<file path="src/rtl/score_ssd_driver.sv">
// score_ssd_driver
//   Time-multiplexes the game status (score tens/ones and lives) onto a
//   4-digit common-anode seven-segment display. Inputs are snapshotted once
//   per frame so every digit in a frame comes from the same sample. The
//   lives digit blinks while exactly one life remains.
//
// Ports
//   clk        : system clock
//   rst        : synchronous, active-high reset
//   score_ones : score units digit (BCD)
//   score_tens : score tens digit (BCD)
//   lives      : remaining lives (BCD)
//   an         : digit anodes, active-low, an[0] = rightmost digit
//   ssd        : segments {g,f,e,d,c,b,a}, active-low
//   dp         : decimal point, active-low, always off
//
// Build option
//   SSD_LEADING_ZERO_BLANK_EN : blank the tens digit when it is zero.
module score_ssd_driver #(
    parameter int REFRESH_CYCLES = 100000,
    parameter int BLINK_FRAMES   = 125
) (
    input  logic       clk,
    input  logic       rst,
    input  logic [3:0] score_ones,
    input  logic [3:0] score_tens,
    input  logic [3:0] lives,
    output logic [3:0] an,
    output logic [6:0] ssd,
    output logic       dp
);

    localparam int CW = $clog2(REFRESH_CYCLES);
    localparam int FW = (BLINK_FRAMES > 1) ? $clog2(BLINK_FRAMES) : 1;
    localparam logic [CW-1:0] CNT_LAST = CW'(REFRESH_CYCLES - 1);
    localparam logic [FW-1:0] FRM_LAST = FW'(BLINK_FRAMES - 1);

    localparam logic [6:0] SEG_BLANK = 7'b1111111;
    localparam logic [6:0] SEG_DASH  = 7'b0111111;

    logic [CW-1:0] cnt;
    logic [1:0]    idx;
    logic [FW-1:0] fcnt;
    logic          phase;
    logic          valid;
    logic [3:0]    sh_ones, sh_tens, sh_lives;

    logic          frame_end;
    logic          blank;
    logic [3:0]    digit;
    logic [3:0]    an_nxt;
    logic [6:0]    ssd_nxt;

    // Anything outside 0-9 (including unknowns from an upstream block still
    // in reset) falls through to the dash.
    function automatic logic [6:0] seg_decode(input logic [3:0] v);
        case (v)
            4'd0:    seg_decode = 7'b1000000;
            4'd1:    seg_decode = 7'b1111001;
            4'd2:    seg_decode = 7'b0100100;
            4'd3:    seg_decode = 7'b0110000;
            4'd4:    seg_decode = 7'b0011001;
            4'd5:    seg_decode = 7'b0010010;
            4'd6:    seg_decode = 7'b0000010;
            4'd7:    seg_decode = 7'b1111000;
            4'd8:    seg_decode = 7'b0000000;
            4'd9:    seg_decode = 7'b0010000;
            default: seg_decode = SEG_DASH;
        endcase
    endfunction

    assign frame_end = (cnt == CNT_LAST) && (idx == 2'd3);
    assign dp        = 1'b1;

    // Digit select and blanking for the slot currently addressed by idx.
    always_comb begin
        digit = 4'd0;
        blank = 1'b1;
        case (idx)
            2'd0: begin
                digit = sh_ones;
                blank = 1'b0;
            end
            2'd1: begin
                digit = sh_tens;
`ifdef SSD_LEADING_ZERO_BLANK_EN
                blank = (sh_tens == 4'd0);
`else
                blank = 1'b0;
`endif
            end
            2'd3: begin
                digit = sh_lives;
                // Last life: dark during the phase-0 half of the blink.
                blank = (sh_lives == 4'd1) && !phase;
            end
            default: begin
                digit = 4'd0;
                blank = 1'b1;
            end
        endcase
        if (!valid)
            blank = 1'b1;
        an_nxt  = blank ? 4'b1111 : ~(4'b0001 << idx);
        ssd_nxt = blank ? SEG_BLANK : seg_decode(digit);
    end

    // Reset parks the counters on the last slot of a frame so the first edge
    // after reset is itself a frame end and loads the shadow registers.
    always_ff @(posedge clk) begin
        if (rst) begin
            cnt      <= CNT_LAST;
            idx      <= 2'd3;
            fcnt     <= '0;
            phase    <= 1'b1;
            valid    <= 1'b0;
            sh_ones  <= 4'd0;
            sh_tens  <= 4'd0;
            sh_lives <= 4'd0;
            an       <= 4'b1111;
            ssd      <= SEG_BLANK;
        end else begin
            if (cnt == CNT_LAST) begin
                cnt <= '0;
                idx <= idx + 2'd1;
            end else begin
                cnt <= cnt + CW'(1);
            end

            if (frame_end) begin
                sh_ones  <= score_ones;
                sh_tens  <= score_tens;
                sh_lives <= lives;
                valid    <= 1'b1;
                if (fcnt == FRM_LAST) begin
                    fcnt  <= '0;
                    phase <= ~phase;
                end else begin
                    fcnt <= fcnt + FW'(1);
                end
            end

            // Outputs reflect the pre-edge idx, hence one cycle behind it.
            an  <= an_nxt;
            ssd <= ssd_nxt;
        end
    end

endmodule

</file>
<file path="config.mk">
export PLATFORM = sky130hd
export DESIGN_NAME = score_ssd_driver
export DESIGN_NICKNAME = d
export VERILOG_FILES = /design/src/rtl/score_ssd_driver.sv
export SDC_FILE = /design/constraint.sdc
export NUM_CORES = 1
export LEC_CHECK = 0
export ABC_AREA = 1
export CORE_MARGIN = 1.5
export CORE_UTILIZATION = 25
export CTS_CLUSTER_DIAMETER = 30
export DETAILED_ROUTE_END_ITERATION = 10
export DONT_BUFFER_PORTS = 1
export SLEW_MARGIN = 20
export SYNTH_ARGS = -nofsm -noshare
export SYNTH_HDL_FRONTEND = slang
export SYNTH_SLANG_ARGS = --single-unit
export TNS_END_PERCENT = 10
</file>
<file path="constraint.sdc">
create_clock -name clk -period 2.75 [get_ports clk]
set_input_delay 0.55 -clock clk [delete_from_list [all_inputs] [get_ports clk]]
set_output_delay 0.55 -clock clk [all_outputs]
set_load 0.01 [all_outputs]
</file>
After elaboration in Yosys (flattened, before gate mapping) --
Memories as Yosys holds them, arrays and structs flattened. A register that Yosys moved wholly into a read port is not among the register bits. Cells that the tools add are included.
Storage, ports and cells: flip-flop bits (word level) 44, memory bits (read-only) 112, input bits 14, output and inout port bits 12, logic and storage cells 35, memories 1
Memories:
- (name not given) | depth 16, bits a word 7, rd ports 1, clocked after memory_dff 1, wr ports 0, line 57 | case (v)
Operators by class: add/subtract/negate cells 3, eq/ne operators 5, shift operators 1, muxes and demuxes 5, bitwise operators 2, reduce and logical (&&, ||, !) cells 8
Operator list (count):
- 17-bit by 1-bit adder with 17-bit output, second input constant | 1
- 17-bit equality test, second input constant | 1
- 17-bit two-way mux | 1
- 4-bit case mux with 3 select lines | 1
- 7-bit by 1-bit adder with 7-bit output, second input constant | 1
- 7-bit equality test, second input constant | 1
- 7-bit two-way mux | 1
- 2-bit OR reduction | 3
- 4-bit by 1-bit equality test with 1-bit output, second input constant | 1
- 4-bit NOT | 1
- 1-bit by 2-bit << shifter with 4-bit output, first input constant | 1
- 2-bit by 1-bit adder with 2-bit output, second input constant | 1
- 2-bit by 1-bit equality test with 1-bit output, second input constant | 1
- 2-bit equality test, second input constant | 1
- 1-bit logical AND | 2
- 2-bit zero test | 1
- 1-bit case mux with 2 select lines | 1
- 2-bit AND reduction | 1
- 1-bit zero test | 1
- 1-bit two-way mux | 1
- 1-bit NOT | 1

Longest topological paths before layout --
Gate-level depths: netlist of the first run.
depth in word-level cells 5, gate-level depth with buffers 11, depth with buffers taken out 11

Worst setup path before layout of the first run --
OpenSTA, ideal clock, no wires.
path kind register -> register, start point register idx[0], end point register ssd[3], library setup time 0.119 ns, arrival 1.717 ns, required time 2.631 ns, path slack 0.914 ns, cell stages (with the launch flop) 11, buffers on the path 0, clock period less this slack 1.836 ns, cells stage by stage dfxtp_1 > inv_1 > ha_1 > nand2_1 > nand3_1 > nand2_1 > inv_1 > ha_1 > or2_2 > nand2_1 > nand2_1
Between the ends: longest elaborated chain between the ends 5, elaborated cells between the ends (all ways) 8, classes of those cells eq/ne (2); mux (3); reduce/logical (3)
RTL lines:
- from (decl) | line 42 | logic [1:0] idx;
- from (signal assigned) | line 125 | idx <= idx + 2'd1;
- 2-bit by 1-bit equality test with 1-bit output or 2-bit zero test (tied branches) | line 79 | case (idx)
- 2-bit OR reduction (no source line)
- 1-bit case mux with 2 select lines | line 79
- 1-bit two-way mux | line 102 | if (!valid)
- 2-bit OR reduction (no source line)
- to (decl) | line 29 | output logic [6:0] ssd,
Parallel ways exist; a longest one is shown, timed or not. A chain may end at the register's enable or synchronous reset.

Worst setup path after layout of the first run --
Ends and elaborated chain as after synthesis.

==> metrics list, run 1 <==
* Required time of the worst setup path: 2.95 ns
- Metal-1 WL: 2630 microns
* Number of cell instances on the worst register-to-register path: 9
- Largest voltage drop on the vdd net: 0.283 mV
- The filler cells instantiated in the layout total 1,103.
- Number of rows in the core area: 36
- Hold wc startpoint: rst
- In this run the static leakage power is 1.21 nW.
- The finished cells cover 0.00281 sq mm.
* Vias/cell: 4.48
- Register bit count reported by yosys: 51
* Rel. slew slack: 56.0%
- Pwr Density: 1040 mW/mm^2
- Overflow after GRT: 0
- The final max-slew violation count came to 0.
- STA classifies the critical path endpoint as a register.
* Synthesis Warnings: 0
* PostCTS Resize Cnt: 0
- Entering global routing, the biggest net connects 26 pins.
- The share of synthesized area in the top cell type comes to 39.6%.
- A synthesized cell averages 7.08 sq um.
- Worst hold path class: input port to register
- Detailed routing inserted a total of 2,235 vias.
- Setup total negative slack: 0 ns
- Run status: complete, no violations
- DRC violation count after routing: 0
- The die is 105 microns wide.
- Syn_nets: 391
- Sequential area share after synthesis: 39.6%
- The detailed router finished its first iteration with 61 violations.
* Count of non-filler cells in the finished layout: 499
- Summed over all instances, the cell type with the most area after synthesis is sky130_fd_sc_hd__dfxtp_1.
- TritonCTS built the clock tree.
- Wire length on met2: 2690 microns
- Hold path depth: 1
- Antenna Violating Nets Remaining: 0
- The routed design uses 215 microns of met3 wire.
* Number of antenna violations at the first check in global routing: 0
- TritonRoute pass-1 iters: 4
- Source-to-sink clock delay at the later pin of the worst-skew pair: 0.31 ns
* Number of clock sinks: 51
- Least-Margin Pin Slew: 0.655 ns
- The mapped netlist covers 0.00258 sq mm.
- Place WS: 0.709 ns
- The worst hold path terminates at fcnt[0].
* Die Y-Extent: 105 microns
- Total of hold buffers inserted after clock tree synthesis: 0
- The floorplan step defined a core boundary enclosing 0.00991 sq mm.
* Global-route wire length before repair: 9670 microns
* DPL Wire Length: 4280 microns
- After detailed placement, the total cell area comes to 0.00271 sq mm.
- Clock Skew: 0.00551 ns
- Main area contributors after synthesis: sky130_fd_sc_hd__dfxtp_1 (40%), sky130_fd_sc_hd__nand2_1 (13%), sky130_fd_sc_hd__nor2_1 (8.4%)
- Based on the critical path, the design can be clocked at up to 488 MHz.
- Across all setup checks in the final design, the least slack found is 0.700 ns.
* Reg-to-reg endpoint: ssd[3]
- Clock transition time at the flip-flop clock pins of the worst setup and hold paths: 0.09 ns
- Antenna Diode Count: 0
- Dividing the detail-routed wire length by the instance count gives 11.3 microns.
- The number of hold violations in the final report came to 0.
* Unrepaired setup endpoints after global routing: no
* GRT Resource Usage Total: 10.8%
* Via count of the first global-routing pass: 2,118
- CP max FO: 11
- Critical setup path kind: register to register
- Total of max-cap violations: 0
- Most common cell after layout, fill and taps aside: sky130_fd_sc_hd__nand2_1
* Area growth, synth to finish: 9.02%
- In this run the number of H-tree levels came out at 2.
* IO Port Bufs: 0
- In this run the count of I/O pins placed on the die edge is 26.
- Reg-to-reg startpoint: idx[0]
* Final clock period utilization by the worst path: 74.6%
- Count of nets after finishing: 392
- Setup violations remaining at the end of the flow were counted as 0.
* Die Area: 0.0109 sq mm
* Synthesized netlist cell count: 364
- In this run the deepest clock path goes through 2 buffers.
* Cts bufs inserted: 5
- Shortest period the worst path allows: 2.05 ns
* Post-CTS repair timing setup buffer count: 0
- Starting density of the core: 26.0%
- Crit path arrival time: 2.25 ns
- Placed cells: 491
- Clock root cell: sky130_fd_sc_hd__clkbuf_8
- Number of distinct library cells after synthesis: 32
- The final layout contains routed wiring with a total length of 5630 microns.
- Leading cell types in the layout, fill and taps excluded: sky130_fd_sc_hd__nand2_1 (86), sky130_fd_sc_hd__nor2_1 (58), sky130_fd_sc_hd__dfxtp_1 (51)
* GPL Wtd Cong: 0.869
- The detailed router used layers up to and including met4.
- Worst R2R Setup Slack: 0.70 ns
- Utilization after layout: 28.4%
- Cells with a size suffix above 1 make up 7.92% of the layout.
* Crit path launch type: register
==> power by group <==
part | leakage [nW] | total [mW] | internal, mW | switching, mW
combinational | 0.750 | 1.29 | 0.422 | 0.869
clock | 0.0474 | 0.460 | 0.206 | 0.255
sequential | 0.416 | 1.17 | 0.966 | 0.203
==> worst max-delay path: stages, from the launching register on <==
cell                      delay [ns]
sky130_fd_sc_hd__dfxtp_1        0.41
sky130_fd_sc_hd__ha_1           0.43
sky130_fd_sc_hd__nand2_1        0.10
sky130_fd_sc_hd__nand3_1        0.11
sky130_fd_sc_hd__nand2_1        0.13
sky130_fd_sc_hd__inv_1          0.12
sky130_fd_sc_hd__ha_1           0.23
sky130_fd_sc_hd__or2_2          0.30
sky130_fd_sc_hd__nand2_1        0.07
sky130_fd_sc_hd__nand2_1        0.05
==> area by class of cell <==
type                            count  area (sq um)  share of cell area [%]
Clock inverter                      2          16.3                   0.579
Clock buffer                        6          82.6                    2.94
Timing Repair Buffer                1          7.51                   0.267
Tap cell                          133           166                    5.92
Multi-Input combinational cell    272          1390                    49.4
Sequential cell                    51          1020                    36.3
Inverter                           34           128                    4.54
==> worst max path at each step <==
stage                     slack (ns)      to    from
after detailed placement        0.71  ssd[3]  idx[0]
after global routing            0.55  ssd[3]  idx[0]
after global placement          0.79  ssd[3]  idx[0]
after floorplan                 0.91  ssd[3]  idx[0]
after CTS                       0.69  ssd[3]  idx[0]
final                           0.70  ssd[3]  idx[0]
==> sequential cells by signal (all words and copies together), names as in the netlist <==
| register | count |
|---|---|
| valid | 1 |
| sh_lives | 4 |
| phase | 1 |
| sh_tens | 4 |
| sh_ones | 4 |
| idx | 2 |
| cnt | 17 |
| ssd | 7 |
| an | 4 |
| fcnt | 7 |
==> through the flow <==
| step | total power [mW] | hold WS [ns] |
|---|---|---|
| after floorplan | 2.20 | 0.440 |
| after global placement | 2.44 | 0.452 |
| after detailed placement | 2.48 | 0.459 |
| after CTS | 2.95 | 0.290 |
| after global routing | 3.20 | 0.280 |
| final | 2.92 | 0.300 |
==> Yosys cell counts <==
library cell / instances
sky130_fd_sc_hd__nor2_4: 4
sky130_fd_sc_hd__ha_1: 13
sky130_fd_sc_hd__nand3b_1: 1
sky130_fd_sc_hd__dfxtp_1: 51
sky130_fd_sc_hd__nand3_4: 1
sky130_fd_sc_hd__inv_2: 1
sky130_fd_sc_hd__buf_6: 1
sky130_fd_sc_hd__nand2_2: 3
sky130_fd_sc_hd__o21a_1: 1
sky130_fd_sc_hd__nor3b_2: 1
sky130_fd_sc_hd__xnor2_1: 1
sky130_fd_sc_hd__clkbuf_1: 2
sky130_fd_sc_hd__buf_2: 2
sky130_fd_sc_hd__nor2_1: 58
sky130_fd_sc_hd__nand3_2: 2
sky130_fd_sc_hd__xor2_1: 3
sky130_fd_sc_hd__a21oi_1: 16
sky130_fd_sc_hd__inv_1: 32
sky130_fd_sc_hd__nor3_1: 6
sky130_fd_sc_hd__conb_1: 1
sky130_fd_sc_hd__o21ai_0: 18
sky130_fd_sc_hd__nand2_1: 86
sky130_fd_sc_hd__nand3_1: 29
sky130_fd_sc_hd__buf_4: 1
sky130_fd_sc_hd__nor2_2: 4
sky130_fd_sc_hd__nand4_2: 1
sky130_fd_sc_hd__o21bai_1: 2
sky130_fd_sc_hd__clkinv_1: 1
sky130_fd_sc_hd__or2_2: 3
sky130_fd_sc_hd__o21ai_1: 8
sky130_fd_sc_hd__nand4_1: 10
sky130_fd_sc_hd__buf_1: 1
==> metal layers <==
metal | up-vias | global-route usage, %
li1 | 1170 | -
met1 | 1025 | 12.9
met2 | 34 | 18.4
met3 | 6 | 2.81
met4 | 0 | 4.17
met5 | - | 0
==> logic make-up (layout without fill, tap and decap cells) <==
| group | count (synthesis) | in the layout | synth area share (%) |
|---|---|---|---|
| compound gates | 45 | 45 | 9.03 |
| xor+xnor | 4 | 4 | 1.36 |
| fa+ha+maj | 13 | 13 | 6.31 |
| buf+inv | 41 | 43 | 6.50 |
| flops | 51 | 51 | 39.6 |
| other cells | 1 | 1 | 0.145 |
| simple gates | 209 | 209 | 37.1 |
(Power assumes the default switching activity.)
==> run 2: changes to the inputs <==
--- a/config.mk
+++ b/config.mk
@@ -5,7 +5,7 @@
 export SDC_FILE = /design/constraint.sdc
 export NUM_CORES = 1
 export LEC_CHECK = 0
-export ABC_AREA = 1
+export ABC_AREA = 0
 export CORE_MARGIN = 1.5
 export CORE_UTILIZATION = 25
 export CTS_CLUSTER_DIAMETER = 30
==> constraint.sdc (replaced) <==
create_clock -name clk -period 2 [get_ports clk]
set_input_delay 0.4 -clock clk [delete_from_list [all_inputs] [get_ports clk]]
set_output_delay 0.4 -clock clk [all_outputs]
set_load 0.01 [all_outputs]
==> metrics list, run 2 <==
- The flow ran to the end, but the final reports show violations.
* Failing checks: setup timing
* Unrepaired setup endpoints after global routing: yes
* Top_reg_cell synth: sky130_fd_sc_hd__dfxtp_1
- Reg-to-reg endpoint: ssd[4]
- The pre-antenna-repair detailed-routing pass consisted of 4 iterations.
- Rel. slew slack: 51.2%
* Multiplexer fraction of the synthesized cell area: 0.940%
- The library cell used most frequently in the layout, excluding fill and tap cells, is sky130_fd_sc_hd__dfxtp_1.
- From bottom edge to top edge, the die measures 101 microns.
- In this run, synthesis produced a sequential element count of 51.
- Sequential area share after synthesis: 42.6%
- The synthesized design contains 0 enable-type register cells.
- Source-to-sink clock delay at the later pin of the worst-skew pair: 0.30 ns
- Of the total synthesized cell area, the portion taken by XOR and XNOR cells is 4.39%.
- 26 I/O pins were placed.
- The worst setup path is captured at a register.
- Synth top cells by count: sky130_fd_sc_hd__dfxtp_1 (51), sky130_fd_sc_hd__o21ai_0 (23), sky130_fd_sc_hd__a21oi_1 (22), sky130_fd_sc_hd__nand2_1 (20), sky130_fd_sc_hd__nand3_1 (20)
* GRT Resource Usage Total: 11.4%
* Largest buffer count on any clock path: 2
* Average wire per standard cell: 13.4 microns
- Reg-to-reg startpoint: idx[1]
- Total of max-cap violations: 0
- STA puts the critical path data required time at 2.24 ns.
* Mapped Avg Cell Area: 8.84 sq um
- DRC violation count after routing: 0
- After synthesis, the share of flip-flops with an asynchronous set or reset is 0%.
- In this run the most critical hold path is launched from rst.
- The critical path is of the register to register type.
- The analysis attributes to cell leakage a power of 1.02 nW.
- Worst R2R Setup Slack: -0.04 ns
- Startpoint of the worst setup timing path: idx[1]
* Number of DRC violations after detailed-routing iteration 0: 108
- Worst hold path class: input port to register
- Cell with the most instances after synthesis: sky130_fd_sc_hd__dfxtp_1
- Synthesis Warnings: 0
- Of all nets on the critical path, the largest fanout is 6.
* Global-route wire length before repair: 9270 microns
- Number of flip-flops under the largest register name: 17
* Number of antenna violations at the first check in global routing: 0
- Wire length reported by the detailed router: 5620 microns
- The area growth from synthesis to layout is 23.7%.
- The biggest area contributor in the post-synthesis netlist is sky130_fd_sc_hd__dfxtp_1.
- Clock Skew: 0.00714 ns
- Starting density of the core: 25.8%
- Biggest registers after layout: cnt: 17 flops, fcnt: 7 flops, ssd: 7 flops
* Pin count of the biggest net entering global routing: 23
* CTS tree: built
- Clock transition time at the flip-flop clock pins of the worst setup and hold paths: 0.09 ns
* Area after detailed placement: 0.00269 sq mm
- By area, the combinational part of the netlist is dominated by simple AND/OR/NAND/NOR gates.
- The root buffer cell chosen for the clock tree is sky130_fd_sc_hd__clkbuf_8.
- In this run, post-CTS hold repair placed 0 buffers.
- After layout, the minimum clock period comes to 2.04 ns.
* IO Port Bufs: 0
- CTS saw 51 sinks.
- The synthesized design devotes to its leading area cell type 42.6% of total area.
- The region available for standard cell placement spans 0.00928 sq mm.
* Via count: 2,036
- Area share of fa/ha/maj cells after synthesis: 6.79%
- The number of hold violations in the final report was 0.
- After synthesis, the cell types taking the most area are sky130_fd_sc_hd__dfxtp_1 (43%), sky130_fd_sc_hd__ha_1 (6.8%), sky130_fd_sc_hd__o21ai_0 (4.8%).
- Leading cell types in the layout, fill and taps excluded: sky130_fd_sc_hd__dfxtp_1 (49), sky130_fd_sc_hd__buf_4 (26), sky130_fd_sc_hd__o21ai_0 (23)
- Placed cells: 400
* Fraction of layout cells with a size suffix above 1: 22.1%
- Area fraction in compound gates after synthesis: 18.1%
- The final layout contains 316 nets.
- Die outline width: 101 microns
* Crit path launch type: register
- Setup violators final: 2
- Final Slew Violations: 0
- The die covers 0.0102 sq mm.
- After layout, the worst path uses 102% of the clock period.
* Cell Area, Synth: 0.00240 sq mm
- After global routing the overflow that remains totals 0.
* GPL Wtd Cong: 0.779
- Number of distinct library cells after synthesis: 45
- For the pin with the worst max-slew slack, the measured transition is 0.726 ns.
* Top register by number of flip-flops: cnt
- Once detail routing completed, the nets flagged for antenna violations numbered 0.
- In this run the power density over the cells is 1500 mW/mm^2.
- Number of H-tree levels: 2
* Achievable frequency: 490 MHz
- Dividing the detail-routed via count by the number of cells gives 4.86.
* Count of non-filler cells in the finished layout: 419
- The floorplan has 35 rows.
- Cts bufs inserted: 5
- The worst-case IR drop observed on VDD is 0.526 mV.
* Synthesized netlist cell count: 271
- At the worst endpoint, the arrival time is 2.28 ns.
- The worst register-to-register path has a depth of 10.
- After routing the design area is 0.00296 sq mm.
* Via count of the first global-routing pass: 1,980
- Following the worst setup path forward leads to its endpoint at ssd[4].
* Fraction of the mapped netlist area in simple logic gates: 22.3%
- Setup WS post-layout: -0.0397 ns
- The repair_antennas step left the layout with diodes totalling 0.
- Syn_nets: 298
- DPL Wire Length: 4070 microns
## run 2: cell types whose count changed after synthesis, moves of 5 or more
cell                       delta
sky130_fd_sc_hd__nor2_1      -52
sky130_fd_sc_hd__inv_1       -21
sky130_fd_sc_hd__clkbuf_1    +11
sky130_fd_sc_hd__o21ai_0      +5
sky130_fd_sc_hd__nor3_1       +5
sky130_fd_sc_hd__a21oi_1      +6
sky130_fd_sc_hd__nand3_1      -9
sky130_fd_sc_hd__xnor2_1      +7
sky130_fd_sc_hd__or4_1        +5
sky130_fd_sc_hd__nand2_1     -66
## run 2: layer usage
metal / global-route usage, % / vias to the layer above / wire, microns
met1: 13.1 / 969 / 2410
met5: 0 / - / 0
met2: 20.7 / 36 / 2930
met3: 2.70 / 7 / 200
li1: - / 1024 / -
met4: 3.95 / 0 / 83
## run 2: cell type report
type | instances | area (sq um)
multi-input cells | 192 | 1360
repair buffers | 28 | 235
clock inverters | 3 | 66.3
flip-flops and latches | 51 | 1030
fillers | 956 | 6320
clock buffers | 5 | 68.8
inverters | 11 | 48.8
well taps | 129 | 161
## run 2: worst max-delay path, cell delays in order, from the launching register on
cell                       delay [ns]
sky130_fd_sc_hd__dfxtp_4         0.38
sky130_fd_sc_hd__inv_4           0.08
sky130_fd_sc_hd__ha_4            0.16
sky130_fd_sc_hd__a222oi_1        0.11
sky130_fd_sc_hd__buf_4           0.16
sky130_fd_sc_hd__nor2_4          0.17
sky130_fd_sc_hd__inv_2           0.08
sky130_fd_sc_hd__ha_2            0.20
sky130_fd_sc_hd__mux2_2          0.27
sky130_fd_sc_hd__a221o_1         0.32
sky130_fd_sc_hd__nand2_1         0.07
## run 2: where the power goes
part	leakage [nW]	total (mW)	internal, mW	switching, mW
sequential	0.415	1.48	1.25	0.226
combinational	0.537	2.12	0.914	1.20
clock	0.0687	0.839	0.500	0.340
## run 2: cell families (layout without fill, tap and decap cells)
family	Yosys count	after routing
compound gates	69	69
mux	2	2
xor+xnor	12	12
other cells	1	1
simple gates	95	95
buf+inv	28	47
flops	51	51
fa+ha+maj	13	13
## run 2: stage by stage
step                setup TNS (ns)  worst slack [ns]  util [%]  total power [mW]  hold slack [ns]
CTS                              0           0.00498      30.5              4.27            0.147
global placement                 0            0.0648      28.9              3.36            0.453
finish                     -0.0627           -0.0397      31.9              4.43            0.165
detailed placement         -0.0357           -0.0357      28.9              3.41            0.459
global route                -0.392           -0.0989      31.9              4.78            0.138
floorplan                  -0.0755           -0.0151         -              2.78            0.437
## run 2: repair_timing
| action | CTS | global route |
|---|---|---|
| pin swaps | 2 | 11 |
| cloned | 0 | 0 |
| buffers inserted | 0 | 11 |
| endpoints found under the setup margin | 1 | 7 |
| gates resized for setup | 3 | 14 |
## run 2: how the worst min path moves through the flow
| stage | end | slack (ns) | cells past startpoint |
|---|---|---|---|
| after floorplan | valid | 0.44 | 2 |
| after global placement | valid | 0.45 | 2 |
| after detailed placement | valid | 0.46 | 2 |
| after CTS | sh_lives[0] | 0.15 | 1 |
| after global routing | sh_tens[1] | 0.14 | 1 |
| final | sh_ones[2] | 0.17 | 1 |
==> run 3: changes to the inputs <==
--- a/config.mk
+++ b/config.mk
@@ -15,4 +15,3 @@
 export SYNTH_ARGS = -nofsm -noshare
 export SYNTH_HDL_FRONTEND = slang
 export SYNTH_SLANG_ARGS = --single-unit
-export TNS_END_PERCENT = 10
==> metrics list, run 3 (synthesis gave the netlist of run 2 again) <==
- Run status: complete, but fails checks
- Failing checks: setup timing
* Achievable frequency: 490 MHz
- Dividing total power by cell area gives a power density of 1500 mW/mm^2.
- Final clock period utilization by the worst path: 102%
- Antenna Violating Nets Remaining: 0
* Cts bufs inserted: 5
- The initial antenna violation count is 0.
- Global-route wire length before repair: 9270 microns
- Once layout is done, the placed cells without fillers occupy 0.00296 sq mm.
- Hold repair after CTS inserted 0 buffers.
* Clock Skew: 0.00714 ns
- CTS tree: built
* Die Area: 0.0102 sq mm
- Final Slew Violations: 0
* Setup WS post-layout: -0.0397 ns
- Least-Margin Pin Slew: 0.726 ns
- Number of rows in the core area: 35
* Count of nets after finishing: 316
- Number of flip-flops under the largest register name: 17
- Final-report hold violation count: 0
- Starting density of the core: 25.8%
* Average wire per standard cell: 13.4 microns
* Critical setup path kind: register to register
* IO Port Bufs: 0
- Total of max-cap violations: 0
- Subtracting the final worst setup slack from the clock period gives 2.04 ns.
- For this design the top-level I/O count stands at 26.
* Unrepaired setup endpoints after global routing: yes
- Setup violations remaining at the end of the flow were counted as 2.
- For this run, design rule violations remaining after detail routing come to 0.
- Area after detailed placement: 0.00269 sq mm
- Biggest registers after layout: cnt: 17 flops, fcnt: 7 flops, ssd: 7 flops
- The min-delay analysis places its worst path in the category input port to register.
- Number of cell instances on the worst register-to-register path: 10
- Of all nets on the critical path, the largest fanout is 6.
- Die Y-Extent: 101 microns
- Rel. slew slack: 51.2%
- The critical path goes through inv_4 -> ha_4 -> a222oi_1 -> buf_4 -> nor2_4 -> inv_2 -> ha_2 -> mux2_2 -> a221o_1 -> nand2_1.
* Leading cell types in the layout, fill and taps excluded: sky130_fd_sc_hd__dfxtp_1 (49), sky130_fd_sc_hd__buf_4 (26), sky130_fd_sc_hd__o21ai_0 (23)
- Via count: 2,036
- Core Footprint: 0.00928 sq mm
- The analysis attributes to cell leakage a power of 1.02 nW.
- After detailed routing, the number of vias per cell comes to 4.86.
- Fraction of layout cells with a size suffix above 1: 22.1%
- Clock root cell: sky130_fd_sc_hd__clkbuf_8
- Longest individual stage delay on the worst path: 0.38 ns
- STA classifies the critical path startpoint as a register.
- The number of global-route vias before repair is 1,980.
* Wire length reported by the detailed router: 5620 microns
- Entering global routing, the biggest net connects 23 pins.
- Data on the critical path is required at its endpoint by 2.24 ns.
- STA puts the critical path data arrival time at 2.28 ns.
* Total power draw: 4.43 mW
- In this run the critical register-to-register path is captured at ssd[4].
- Area growth, synth to finish: 23.7%
- After clock tree synthesis, the clock-pin slew on the worst setup and hold paths is 0.09 ns.
* Antenna Diode Count: 0
- At the later pin of the worst-skew pair, clock insertion delay measures 0.30 ns.
* Critical Path Sink: ssd[4]
- Leaving out fill and tap cells, the most frequent cell in the layout is sky130_fd_sc_hd__dfxtp_1.
* Overflow after GRT: 0
- Number of DRC violations after detailed-routing iteration 0: 108
- Top register by number of flip-flops: cnt
- Slowest library cell on the worst path: sky130_fd_sc_hd__dfxtp_4
- Number of clock sinks: 51
- The worst register-to-register path begins at idx[1].
* Worst Setup End Kind: register
- Die outline width: 101 microns
- Detailed placement ended at an HPWL of 4070 microns.
- TritonRoute pass-1 iters: 4
- Tracing the worst setup path back leads to its startpoint at idx[1].
* Worst R2R Setup Slack: -0.04 ns
- Largest buffer count on any clock path: 2
- Largest voltage drop on the vdd net: 0.526 mV
- At the end of routability-driven placement, the weighted congestion stood at 0.779.
- Number of H-tree levels: 2
- Across every metal layer, demand over resource in global routing totals 11.4%.
[run 3: cell counts in the layout (fill, tap and decap cells not counted)]
No cell type changed its count.
[run 3: area by class of cell]
class	count	area [sq um]
fillers	956	6320
multi-input cells	192	1360
flip-flops and latches	51	1030
repair buffers	28	235
well taps	129	161
clock buffers	5	68.8
clock inverters	3	66.3
inverters	11	48.8
[run 3: per-stage QoR]
step | util (%) | setup TNS [ns] | setup WS [ns] | hold WS, ns | instances
2_1_floorplan | - | -0.0755 | -0.0151 | 0.437 | 271
3_3_place_gp | 28.9 | 0 | 0.0648 | 0.453 | 400
3_5_place_dp | 28.9 | -0.0357 | -0.0357 | 0.459 | 400
4_1_cts | 30.5 | 0 | 0.00498 | 0.147 | 408
5_1_grt | 31.9 | -0.392 | -0.0989 | 0.138 | 419
6_report | 31.9 | -0.0627 | -0.0397 | 0.165 | 419
[run 3: power breakdown]
part	switching [mW]	total, mW	leakage [nW]	internal [mW]
clock	0.340	0.839	0.0687	0.500
combinational	1.20	2.12	0.537	0.913
sequential	0.226	1.48	0.415	1.25
[run 3: routing by layer]
metal | global-route usage, % | up-vias | share of wire [%]
met2 | 20.7 | 36 | 52
li1 | - | 1024 | -
met3 | 2.70 | 7 | 3.6
met4 | 3.95 | 0 | 1.5
met5 | 0 | - | 0
met1 | 13.1 | 969 | 43
[run 3: critical path, delay by kind of cell, from the launching register on]
family	cells	cell delay, ns
buffers and inverters	3	0.32
DFF	1	0.38
muxes	1	0.27
and+or+nand+nor	2	0.24
AOI/OAI and AO/OA	2	0.43
adders and majority gates	2	0.36
[run 3: worst min-delay path by stage]
| stage | cells past startpoint | startpoint | end |
|---|---|---|---|
| after global routing | 1 | rst | sh_tens[1] |
| after CTS | 1 | rst | sh_lives[0] |
| after floorplan | 2 | valid | valid |
| after detailed placement | 2 | valid | valid |
| after global placement | 2 | valid | valid |
| final | 1 | rst | sh_ones[2] |
[run 3: what timing repair did]
action	4_1_cts	5_1_grt
buffers inserted	0	11
setup endpoints to repair	1	7
pin swaps	2	12
cloned	0	0
gates resized for setup	3	14
